===== src/rtl/sipo_framer.sv =====
`timescale 1ns/1ps
// ---------------------------------------------------------------------------
// sipo_framer
//
// Serial-in / parallel-out word framer. Bits arrive MSB-first on din and are
// consumed only on edges where en=1. The framer hunts for the SYNC word at
// every bit position. Once it finds SYNC it locks and delivers PAYLOAD data
// words, then checks the next word against SYNC. A bad sync is tolerated
// (flywheel) until MISS_MAX consecutive misses occur, at which point lock is
// dropped and hunting resumes.
//
// Parameters
//   WIDTH    bits per word (>= 2)
//   SYNC     frame sync word
//   PAYLOAD  data words per frame (1..255)
//   MISS_MAX consecutive sync misses before lock loss (1..15)
//
// Ports
//   clk        sole clock, rising edge
//   reset      asynchronous active-low reset
//   din        serial data bit, MSB-first
//   en         din qualifier; a bit is consumed only when en=1
//   dout       last assembled payload word (held until the next dout_valid)
//   dout_valid one-cycle strobe: dout has just been updated
//   locked     frame alignment held (state DATA or CHECK)
//   sync_err   one-cycle strobe: expected sync word did not match
// ---------------------------------------------------------------------------
module sipo_framer #(
    parameter int              WIDTH    = 8,
    parameter logic [WIDTH-1:0] SYNC    = 8'hA5,
    parameter int              PAYLOAD  = 4,
    parameter int              MISS_MAX = 2
) (
    input  logic             clk,
    input  logic             reset,
    input  logic             din,
    input  logic             en,
    output logic [WIDTH-1:0] dout,
    output logic             dout_valid,
    output logic             locked,
    output logic             sync_err
);

    typedef enum logic [1:0] {
        HUNT  = 2'd0,
        DATA  = 2'd1,
        CHECK = 2'd2
    } state_t;

    localparam int              BCW        = (WIDTH > 1) ? $clog2(WIDTH) : 1;
    localparam logic [BCW-1:0]  BIT_LAST   = BCW'(WIDTH - 1);
    localparam logic [7:0]      WORD_LAST  = 8'(PAYLOAD - 1);
    localparam logic [3:0]      MISS_LIMIT = 4'(MISS_MAX);

    state_t           state_reg, state_next;
    logic [WIDTH-1:0] sr_reg, sr_next;
    logic [BCW-1:0]   bit_cnt_reg, bit_cnt_next;
    logic [7:0]       word_cnt_reg, word_cnt_next;
    logic [3:0]       miss_cnt_reg, miss_cnt_next;
    logic [WIDTH-1:0] dout_reg, dout_next;
    logic             dout_valid_reg, dout_valid_next;
    logic             sync_err_reg, sync_err_next;
    logic             locked_reg, locked_next;

    // The word as it will look after shifting in the current bit. All
    // decisions are made on this value so results appear right after the
    // edge that consumes the deciding bit.
    logic [WIDTH-1:0] word;
    assign word = {sr_reg[WIDTH-2:0], din};

    // Bitwise sync comparison.
    logic [WIDTH-1:0] bit_match;
    logic             sync_hit;

    for (genvar gi = 0; gi < WIDTH; gi++) begin : g_match
        assign bit_match[gi] = word[gi] ~^ SYNC[gi];
    end

    assign sync_hit = &bit_match;

    logic       bit_last;
    logic       word_last;
    logic [3:0] miss_inc;
    logic       miss_out;

    assign bit_last  = (bit_cnt_reg == BIT_LAST);
    assign word_last = (word_cnt_reg == WORD_LAST);
    assign miss_inc  = miss_cnt_reg + 4'd1;
    assign miss_out  = (miss_inc == MISS_LIMIT);

    // -----------------------------------------------------------------------
    // State and datapath registers
    // -----------------------------------------------------------------------
    always_ff @(posedge clk or negedge reset) begin
        if (!reset) begin
            state_reg      <= HUNT;
            sr_reg         <= '0;
            bit_cnt_reg    <= '0;
            word_cnt_reg   <= '0;
            miss_cnt_reg   <= '0;
            dout_reg       <= '0;
            dout_valid_reg <= 1'b0;
            sync_err_reg   <= 1'b0;
            locked_reg     <= 1'b0;
        end else begin
            state_reg      <= state_next;
            sr_reg         <= sr_next;
            bit_cnt_reg    <= bit_cnt_next;
            word_cnt_reg   <= word_cnt_next;
            miss_cnt_reg   <= miss_cnt_next;
            dout_reg       <= dout_next;
            dout_valid_reg <= dout_valid_next;
            sync_err_reg   <= sync_err_next;
            locked_reg     <= locked_next;
        end
    end

    // -----------------------------------------------------------------------
    // Next-state logic
    // -----------------------------------------------------------------------
    always_comb begin
        state_next = state_reg;
        if (en) begin
            case (state_reg)
                HUNT: begin
                    if (sync_hit) state_next = DATA;
                end
                DATA: begin
                    if (bit_last && word_last) state_next = CHECK;
                end
                CHECK: begin
                    // A miss only drops lock once the miss budget is spent.
                    if (bit_last) state_next = (sync_hit || !miss_out) ? DATA : HUNT;
                end
                default: state_next = HUNT;
            endcase
        end
    end

    // -----------------------------------------------------------------------
    // Output and datapath next-value logic
    // -----------------------------------------------------------------------
    always_comb begin
        sr_next         = sr_reg;
        bit_cnt_next    = bit_cnt_reg;
        word_cnt_next   = word_cnt_reg;
        miss_cnt_next   = miss_cnt_reg;
        dout_next       = dout_reg;
        // Strobes drop after one cycle whether or not a bit is consumed.
        dout_valid_next = 1'b0;
        sync_err_next   = 1'b0;
        // state_next equals state_reg when en=0, so lock is held on stalls.
        locked_next     = (state_next != HUNT);

        if (en) begin
            // sr is never cleared on lock loss: a sync word straddling the
            // loss point stays detectable in HUNT.
            sr_next = word;
            case (state_reg)
                HUNT: begin
                    if (sync_hit) begin
                        bit_cnt_next  = '0;
                        word_cnt_next = '0;
                        miss_cnt_next = '0;
                    end
                end
                DATA: begin
                    if (bit_last) begin
                        bit_cnt_next    = '0;
                        dout_next       = word;
                        dout_valid_next = 1'b1;
                        word_cnt_next   = word_last ? 8'd0 : word_cnt_reg + 8'd1;
                    end else begin
                        bit_cnt_next = bit_cnt_reg + 1'b1;
                    end
                end
                CHECK: begin
                    if (bit_last) begin
                        bit_cnt_next  = '0;
                        word_cnt_next = '0;
                        if (sync_hit) begin
                            miss_cnt_next = '0;
                        end else begin
                            sync_err_next = 1'b1;
                            miss_cnt_next = miss_out ? 4'd0 : miss_inc;
                        end
                    end else begin
                        bit_cnt_next = bit_cnt_reg + 1'b1;
                    end
                end
                default: begin
                    bit_cnt_next  = '0;
                    word_cnt_next = '0;
                    miss_cnt_next = '0;
                end
            endcase
        end
    end

    assign dout       = dout_reg;
    assign dout_valid = dout_valid_reg;
    assign locked     = locked_reg;
    assign sync_err   = sync_err_reg;

endmodule

===== config.mk =====
export PLATFORM = sky130hd
export DESIGN_NAME = sipo_framer
export DESIGN_NICKNAME = d
export VERILOG_FILES = /design/src/rtl/sipo_framer.sv
export SDC_FILE = /design/constraint.sdc
export NUM_CORES = 1
export LEC_CHECK = 0
export CORE_ASPECT_RATIO = 1.75
export CORE_MARGIN = 2
export CORE_UTILIZATION = 51
export DETAILED_ROUTE_END_ITERATION = 8
export PLACE_DENSITY = 0.73
export SYNTH_ARGS = -nofsm -noshare
export SYNTH_HDL_FRONTEND = slang
export SYNTH_SLANG_ARGS = --single-unit

===== constraint.sdc =====
create_clock -name clk -period 2.15 [get_ports clk]
set_clock_uncertainty 0.15 [all_clocks]
set_input_delay 0.3225 -clock clk [delete_from_list [all_inputs] [get_ports clk]]
set_output_delay 0.3225 -clock clk [all_outputs]
set_load 0.01 [all_outputs]

Word-level counts from Yosys, hierarchy flattened --
Cells that the tools add are included.
Word-level totals: bits of input ports 4, logic and storage cells 62, output and inout port bits 11, flip-flop bits (word level) 35
Operators by class: add/sub/neg operators 3, equal/unequal tests 8, mux-type cells 26, bitwise operators 5, reductions and logical operators 11
Operators with widths (count):
- $mux W8 | 4
- $pmux W8 S3 | 1
- $mux W4 | 4
- $pmux W4 S3 | 1
- $add A8 B1 Y8 const B | 1
- $eq A8 B2 Y1 const B | 1
- $mux W1 | 8
- $mux W2 | 4
- $reduce_and A4 Y1 | 2
- $reduce_and A8 Y1 | 1
- $mux W3 | 2
- $ne A2 B2 Y1 const B | 3
- $pmux W2 S3 | 1
- $pmux W3 S2 | 1
- $not A1 Y1 | 5
- $add A4 B1 Y4 const B | 1
- $eq A4 B2 Y1 const B | 1
- $add A3 B1 Y3 const B | 1
- $eq A3 B3 Y1 const B | 1
- $reduce_and A3 Y1 | 1
- $eq A2 B1 Y1 const B | 1
- $eq A2 B2 Y1 const B | 1
- $logic_not A2 Y1 | 1
- $reduce_and A2 Y1 | 1
- other kinds (5) | 5

Logic depth before layout (Yosys ltp) --
depth after elaboration 9, depth in mapped cells 8, depth with buffers taken out 7

Worst setup path after synthesis --
Ideal clock, no wire load.
path type flip-flop to flip-flop, start register word_cnt_reg[5], end register locked_reg, in the netlist locked, arrival time 1.824 ns, path buffers 0, period minus slack after synthesis 2.103 ns, stages on the path, launching flop included 6, slack 0.047 ns, data required time 1.871 ns, library setup time 0.129 ns, path through dfrtp_1 -> or4_1 -> or3_4 -> or2_1 -> a41oi_1 -> nand3b_1
Between the ends: cells in the longest elaborated chain, start to end 6
RTL lines:
- from (decl) | line 58 | logic [7:0] word_cnt_reg, word_cnt_next;
- from (signal assigned) | line 109 | word_cnt_reg <= word_cnt_next;
- $eq A8 B2 Y1 | line 87 | assign word_last = (word_cnt_reg == WORD_LAST);
- $logic_and A1 B1 Y1 | line 129 | if (bit_last && word_last) state_next = CHECK;
- $mux W2 | line 129
- $pmux W2 S3 | line 124 | case (state_reg)
- $mux W2 | line 123 | if (en) begin
- $reduce_bool A2 Y1 | line 153 | locked_next = (state_next != HUNT);
- net locked_next | line 63 | logic locked_reg, locked_next;
- to (signal assigned) | line 114 | locked_reg <= locked_next;
- to (decl) | line 63
The timed path passes the listed nets, and every way through them passes these cells. A chain may end at the register's enable or synchronous reset.

Worst setup path after layout --
Same ends and word-level chain as after synthesis.

==> reports/qor.csv <==
metric,value,unit
nets@finish,209,
antenna violations before repair,0,
f_max,480,MHz
final wirelength,3540,um
Clock Path Buffers,2,
Worst Tran Pin Value,0.513,ns
IO Count,15,
final period demand of the worst path,2.08,ns
"Avg Cell Area, Syn",11.0,um2
R2R setup slack,0.07,ns
"Reg clk slew, reported paths",0.07,ns
DRT Pass-1 Iters,4,
Peak VDD IR,0.000591,V
critical-path cell list,or4_4 -> or3_4 -> or2_1 -> a41oi_2 -> nand3b_1,
cell taking the most area after synthesis,dfrtp_1,
antenna-violating nets left,0,
Final GP Congestion,0.766,
"slowest stage cell, crit path",or4_4,
CTS tree,yes,
Critical Path Start Type,flip-flop,
worst path arrival time,2.09,ns
Post-synth ARST share,1.00,
Crit Path Category,flip-flop to flip-flop,
first-pass GRT wire length,6050,um
"EDFF count, synth",0,
max_cap viols,0,
Final period util,0.969,
Hold Fails Final Rpt,0,
Root Driver,clkbuf_8,
Post-Syn Nets,173,
#FFs+latches synth,35,
synth top area cells,"dfrtp_1 50%, mux2_2 9.6%, ha_1 6.4%",
PwrDens,668,nW/um2
HPWL after DPL,2740,um
Filler Cell Count,276,
post-synth top area share,0.498,
Initial Utilization,0.529,
fraction of layout instances using a drive strength above 1,0.259,
most frequent cell after synthesis,dfrtp_1,
CTS sink count,35,
multi-input logic area,853,um2
worst skew pair latency,0.29,ns
vias,1376,
H-tree levels,2,
WHS,0.298,ns
Post-synth top cells,"35 x dfrtp_1, 16 x nand2_1, 16 x o21ai_0",
Initial DRC Count,59,
total negative slack,0,ns
port bufs,14,
Vias/cell,5.69,
Slew Limit Headroom,0.654,
hold crit path type,input pin to async pin,
Synth cell types,38,
Slowest Stage Delay on Critical Path,0.54,ns
unrepaired setup endpoints after global routing,no,
Diodes inserted,0,
count of final setup violators,0,
Finished Core Util,0.659,
Worst Path Required,2.16,ns
routed len/inst,14.6,um
Die X,48.4,um
GR Util All Layers,0.206,
LEAKAGE,1.01,nW
cell area after synthesis,1760,um2
"Warnings, synthesis",0,
area grow syn2layout,24.7,%
vias in the first global route,1384,
grt ovf,0,
CORE AREA,3330,um2
row cnt,28,
Mapped Cells,160,
CP Launch Point,word_cnt_reg[5],
CP bufs+invs,0,
Storage cell area,876,um2
largest net degree at the start of global routing,36,
Post-route DRC,0,
Die Span Y,81.7,um
count of pins over their slew limit,0,
"CP delay by family, top",simple AND/OR/NAND/NOR gates,
critical path capture point type,flip-flop,
"Seq/Total Area, Yosys",0.498,
DIE AREA,3960,um2
R2R Path Start,word_cnt_reg[5],
CTS Buf Count,5,
Critical Path Fanout Max,5,
outcome,completed,
Most used DFF post-synth,dfrtp_1,
-- metal layers --
metal / share of wire / GRT usage / up-vias
met3: 0.043 / 0.0418 / 7
li1: - / - / 652
met2: 0.59 / 0.417 / 32
met1: 0.35 / 0.190 / 685
met4: 0.023 / 0.111 / 0
met5: 0 / 0 / -
-- worst reg2reg max path, delay by kind of cell, from the launching register on --
kind            cells  cell delay (ns)
compound gates      1             0.19
flops               1             0.38
simple gates        4             1.24
-- cell families (layout without fill, tap and decap cells) --
logic type,Yosys count,in the layout,synth area share
adders and majority gates,9,9,0.0640
xor gates and xnor gates,1,1,0.00498
AOI/OAI and AO/OA,35,35,0.141
and+or+nand+nor,52,52,0.164
muxes,16,16,0.102
buffers and inverters,12,49,0.0263
DFF,35,35,0.498
-- cells in the final DEF (no fill, tap or decap) --
cell,count
a211o_1,1
ha_1,9
dfrtp_1,35
or2_2,1
a21oi_2,1
o2111ai_1,1
nand3_2,1
clkbuf_1,1
clkdlybuf4s50_1,14
buf_4,18
and3_1,4
o31ai_1,5
nor2_1,6
nor4b_1,2
or4_1,2
or2_1,2
xnor2_1,1
nand2b_1,1
or4_4,2
or3_4,1
nand3_1,5
o21ai_1,1
mux2_2,15
o21ai_0,16
a41oi_2,1
mux2i_1,1
nand4_1,3
o211ai_4,1
o41ai_1,1
a21oi_1,1
a41o_1,1
nand2_1,16
a31o_2,1
nor2b_1,4
nand3b_1,2
a31oi_1,2
o31ai_2,1
inv_1,9
o21ai_4,1
clkbuf_8,7
-- area by class of cell --
type	count	share of cell area
Clock buffer	8	0.0456
Sequential cell	35	0.399
Tap cell	45	0.0257
Multi-Input combinational cell	113	0.389
Inverter	9	0.0154
Timing Repair Buffer	32	0.125
-- stage by stage --
step | setup slack (ns) | instance area (um2) | total power, mW | cells
after floorplan | 0.0466 | 1760 | 0.875 | 160
after global placement | 0.0450 | 2060 | 0.941 | 232
after detailed placement | -0.00373 | 2060 | 0.954 | 232
after CTS | 0.0280 | 2170 | 1.47 | 240
after global routing | 0.00376 | 2190 | 1.54 | 242
final | 0.0673 | 2190 | 1.47 | 242
-- path summary, 6_finish.rpt --
kind                            cells after the start              to
worst max-delay path                                5          locked
worst min-delay path                                2        sync_err
worst max register to register                      5          locked
worst min register to register                      2  bit_cnt_reg[1]
max in group asynchronous                           2          locked
min in group clk                                    2  bit_cnt_reg[1]
-- where the power goes --
part / total, mW / leakage (nW) / internal, mW / switching [mW]
logic: 0.184 / 0.492 / 0.0960 / 0.0884
registers: 0.769 / 0.464 / 0.719 / 0.0500
clock network: 0.512 / 0.0515 / 0.292 / 0.220
-- repair_timing --
action / in CTS / in global routing
gates resized for setup: 1 / 2
buffers inserted: 0 / 2
pin swaps: 0 / 2
hold buffers: 0 / 0
endpoints found under the setup margin: 1 / 4
No activity file was read; power rests on OpenSTA's default activity.
